--- src/rtl/sample_averager.sv ---
// Windowed averager: accumulates 2^LOG2N gated samples and presents sum and mean
// through a valid/ready result register with a sticky overrun flag.
module sample_averager #(
    parameter int unsigned BW    = 3,
    parameter int unsigned LOG2N = 2
) (
    input  logic                  clk,
    input  logic                  rstx,
    input  logic                  data_is_signed,
    input  logic                  clear,
    input  logic                  data_in_valid,
    input  logic [BW-1:0]         data_in,
    input  logic                  mean_ready,
    output logic                  mean_valid,
    output logic [BW-1:0]         mean,
    output logic [BW+LOG2N-1:0]   sum,
    output logic                  overrun,
    output logic [LOG2N-1:0]      sample_cnt
);

    localparam int unsigned SW = BW + LOG2N;

    logic [SW-1:0]    acc_q, acc_d;
    logic [LOG2N-1:0] cnt_q, cnt_d;
    logic [SW-1:0]    sum_q, sum_d;
    logic [BW-1:0]    mean_q, mean_d;
    logic             valid_q, valid_d;
    logic             overrun_q, overrun_d;

    logic [SW-1:0]    ext_sample;
    logic [SW-1:0]    new_sum;
    logic             complete;
    logic             transfer;

    assign ext_sample = {{LOG2N{data_is_signed & data_in[BW-1]}}, data_in};
    assign new_sum    = acc_q + ext_sample;
    assign complete   = data_in_valid & (&cnt_q);
    assign transfer   = valid_q & mean_ready;

    always_comb begin
        acc_d     = acc_q;
        cnt_d     = cnt_q;
        sum_d     = sum_q;
        mean_d    = mean_q;
        valid_d   = valid_q;
        overrun_d = overrun_q;
        if (clear) begin
            acc_d     = '0;
            cnt_d     = '0;
            sum_d     = '0;
            mean_d    = '0;
            valid_d   = 1'b0;
            overrun_d = 1'b0;
        end else begin
            if (transfer) begin
                valid_d = 1'b0;
            end
            if (data_in_valid) begin
                acc_d = new_sum;
                cnt_d = cnt_q + 1'b1;
            end
            if (complete) begin
                acc_d   = '0;
                sum_d   = new_sum;
                // Low BW bits of sum >> LOG2N are the top BW bits of the SW-bit sum,
                // identical for arithmetic and logical shifts.
                mean_d  = new_sum[SW-1:LOG2N];
                valid_d = 1'b1;
                if (valid_q && !mean_ready) begin
                    overrun_d = 1'b1;
                end
            end
        end
    end

    always_ff @(posedge clk or negedge rstx) begin
        if (!rstx) begin
            acc_q     <= '0;
            cnt_q     <= '0;
            sum_q     <= '0;
            mean_q    <= '0;
            valid_q   <= 1'b0;
            overrun_q <= 1'b0;
        end else begin
            acc_q     <= acc_d;
            cnt_q     <= cnt_d;
            sum_q     <= sum_d;
            mean_q    <= mean_d;
            valid_q   <= valid_d;
            overrun_q <= overrun_d;
        end
    end

    assign mean_valid = valid_q;
    assign mean       = mean_q;
    assign sum        = sum_q;
    assign overrun    = overrun_q;
    assign sample_cnt = cnt_q;

endmodule

--- config.mk ---
export PLATFORM = sky130hd
export DESIGN_NAME = sample_averager
export DESIGN_NICKNAME = d
export VERILOG_FILES = /design/src/rtl/sample_averager.sv
export SDC_FILE = /design/constraint.sdc
export NUM_CORES = 1
export LEC_CHECK = 0
export CORE_UTILIZATION = 48
export CTS_CLUSTER_DIAMETER = 100
export DETAILED_ROUTE_END_ITERATION = 12
export GPL_ROUTABILITY_DRIVEN = 0
export GPL_TIMING_DRIVEN = 1
export MAX_ROUTING_LAYER = met4
export PLACE_DENSITY = 0.78
export SLEW_MARGIN = 25
export SYNTH_ARGS = -nofsm -noshare
export SYNTH_HDL_FRONTEND = slang
export SYNTH_SLANG_ARGS = --single-unit
--- constraint.sdc ---
create_clock -name clk -period 1.9 [get_ports clk]
set_input_delay 0.38 -clock clk [delete_from_list [all_inputs] [get_ports clk]]
set_output_delay 0.38 -clock clk [all_outputs]
set_load 0.03 [all_outputs]
==> summary.md <==
| Metric | Value |
|---|---|
| Status | complete, no violations |
| PortBufs | 20 |
| CP startpoint kind | input pin |
| R2R Setup Slk | 0.24 ns |
| Clock Tree Root | clkbuf_4 |
| Routed len/inst | 13.39 µm |
| Met2 WL | 948 µm |
| LEAKAGE | 0.0005711 µW |
| R2R depth | 7 |
| Fillers | 123 |
| Final Instance Area | 1175 µm² |
| Cells after synthesis | 87 |
| Hold Path Class | in -> async |
| Die H | 44.41 µm |
| Setup-failing EPs final | 0 |
| Total routed wirelength | 1848 µm |
| Top layer in use | met3 |
| CP Capture Type | flip-flop |
| Vias | 722 |
| Final Max Tran Viols | 0 |
| Clock buffer depth | 2 |
| CTS tree | done |
| # IOs | 21 |
| Syn avg cell area | 9.923 µm² |
| Final Power | 757.9 µW |
| Synth top area share | 40.58% |
| Iteration-0 DRC Markers | 14 |
| Max IR drop VDD | 0.4849 mV |
| Worst Path Max Fanout | 3 |
| Initial antenna violation count | 0 |
| Crit path from | data_in[0] |
| Multi-input combinational cell area | 467.9 µm² |
| Min Clock Period, post-route | 1.851 ns |
| First-pass GRT wire length | 2973 µm |
| Critical Path End | acc_q[4]$_DFFE_PN0P_ |
| Yosys warns | 0 |
| Post-DP HPWL | 1400 µm |
| Gr usage total | 21.15% |
| Register bit total from synthesis | 14 |
| Worst-Margin Slew | 0.3093 ns |
| Rows | 14 |
| Max-slew headroom | 79.12% |
| Syn_nets | 102 |
| Clk Latency, worst-skew pair | 0.28 ns |
| Seq/Total Area, Yosys | 40.58% |
| Register area | 350.3 µm² |
| Worst reg2reg endpoint | acc_q[4]$_DFFE_PN0P_ |
| Final hold violations | 0 |
| Met3 WL | 47 µm |
| Ratio of cells with drive above 1 in the final layout | 16.67% |
| Yosys cell types | 36 |
| Synth top area cells | dfrtp_1 41%, ha_1 7.2%, nor2_1 5.7% |
| Starting density of the core | 54.16% |
| Placed inst area | 1121 µm² |
| Clock-pin slew on the worst setup and hold paths | 0.09 ns |
| Max Cap Viol | 0 |
| Number of remaining DRC errors | 0 |
| Pre-antenna DRT Iters | 3 |
| # resized after CTS | 2 |
| Post-CTS Repair Setup Buffers | 0 |
| Wl on met1 | 852 µm |
| CP Class | in -> reg |
| Most common cell after layout, fill and taps aside | clkdlybuf4s50_1 |
| Vias in the first global route | 699 |
| Via density | 5.232 |
| Worst EP arrival | 2.00 ns |
| Fmax | 540.1 MHz |
| ANT cells | 0 |
| ANT nets after route | 0 |
| Core area | 1594 µm² |
| RSZ-0062 raised after global routing | false |
| Most frequent cells in the layout | 20 x clkdlybuf4s50_1, 14 x dfrtp_1, 13 x nor2_1 |
| Cell Area, Synth | 863.3 µm² |
| Die Footprint | 1972 µm² |
| Layout area overhead | 36.09% |
| H-tree depth | 1 |
| Setup Skew | 0.002186 ns |
| DIE WIDTH | 44.41 µm |
| Post-CTS Hold Fix Bufs | 0 |
| Nets | 130 |
| Maximum number of pins on one net before global-route repair | 15 |
| Sinks on Clock Net | 14 |
| Total CTS buffers | 3 |
| Power per cell area | 645.0 nW/µm² |
| Worst R2R Start | acc_q[0]$_DFFE_PN0P_ |
| Synth area leader | dfrtp_1 |
| Final worst path period share | 97.44% |
| WHS | 0.4164 ns |
| WP data required | 2.05 ns |
| GRT Residual Overflow | 0 |
## stage by stage
stage          setup WS, ns  std cells  utilization [%]  TNS (ns)
6_report            0.04863        138            73.70         0
5_1_grt            0.005386        138            73.70         0
4_1_cts             0.02904        138            72.92         0
3_5_place_dp        -0.3956        134            70.33    -1.606
3_3_place_gp        -0.3147        134            70.33    -1.210
2_1_floorplan        0.2080         87                -         0
## cells in the mapped netlist
cell type and number:
a211o_1 1, a21o_1 2, a21oi_1 6, a2bb2oi_1 1, and2_4 1, buf_2 2, buf_4 3, buf_6 1
clkbuf_1 1, dfrtp_1 14, fa_1 1, ha_1 5, inv_1 4, mux2i_1 3, nand2_1 6, nand2b_1 2
nand3_1 1, nand3b_1 1, nand4b_1 1, nor2_1 13, nor2b_1 1, nor3_1 1, nor3b_1 1, nor4b_1 2
o211ai_1 2, o21a_1 1, o21ba_1 1, o21bai_1 1, o221ai_1 1, o22ai_2 1, o311ai_0 1, or2_1 1
or3b_1 1, xnor2_1 1, xnor3_1 1, xor2_1 1
## final cells by class
type                       instances  area share, %
timing repair buffer              30          23.43
multi-input combinational         62          39.83
clock buffer                       4          3.088
tap                               24          2.556
sequential                        14          29.82
inverter                           4          1.278
## cell families after synthesis
| logic type | Yosys count | share of synthesized area, % |
|---|---|---|
| DFF | 14 | 40.58 |
| adders and majority gates | 6 | 9.565 |
| AOI/OAI and AO/OA | 18 | 15.36 |
| xor gates and xnor gates | 3 | 4.638 |
| buffers and inverters | 11 | 7.245 |
| and+or+nand+nor | 32 | 19.13 |
| muxes | 3 | 3.478 |
## worst max-delay path: stages
cell	delay [ns]
clkdlybuf4s50_1	0.46
ha_1	0.16
inv_1	0.06
fa_2	0.37
nor2b_4	0.14
o221ai_1	0.15
o311ai_0	0.14
o211ai_1	0.13
## power by group
part	internal, µW	total (µW)	switching, µW
combinational	110	210	100
clock	116	218	102
sequential	316	330	14.0
## flip-flops by register name (all words and copies together), names as in the netlist
register / cells
acc_q: 5
overrun: 1
sample_cnt: 2
mean_valid: 1
sum: 5
## metal layers
metal | vias up | global-route usage [%]
met3 | 0 | 3.673
met5 | - | -
met2 | 10 | 35.29
li1 | 354 | -
met1 | 358 | 26.58
met4 | 0 | 5.455
## worst min-delay path by stage
| stage | start | end | slack [ns] | cells after the start |
|---|---|---|---|---|
| floorplan | rstx | acc_q[0]$_DFFE_PN0P_ | 0.08 | 0 |
| global placement | acc_q[3]$_DFFE_PN0P_ | acc_q[3]$_DFFE_PN0P_ | 0.50 | 2 |
| detailed placement | acc_q[3]$_DFFE_PN0P_ | acc_q[3]$_DFFE_PN0P_ | 0.51 | 2 |
| CTS | rstx | sum[0]$_DFFE_PN0P_ | 0.42 | 2 |
| global route | rstx | sample_cnt[0]$_DFFE_PN0P_ | 0.43 | 2 |
| finish | rstx | sample_cnt[0]$_DFFE_PN0P_ | 0.42 | 2 |
Power figures use the tool's default switching activity.
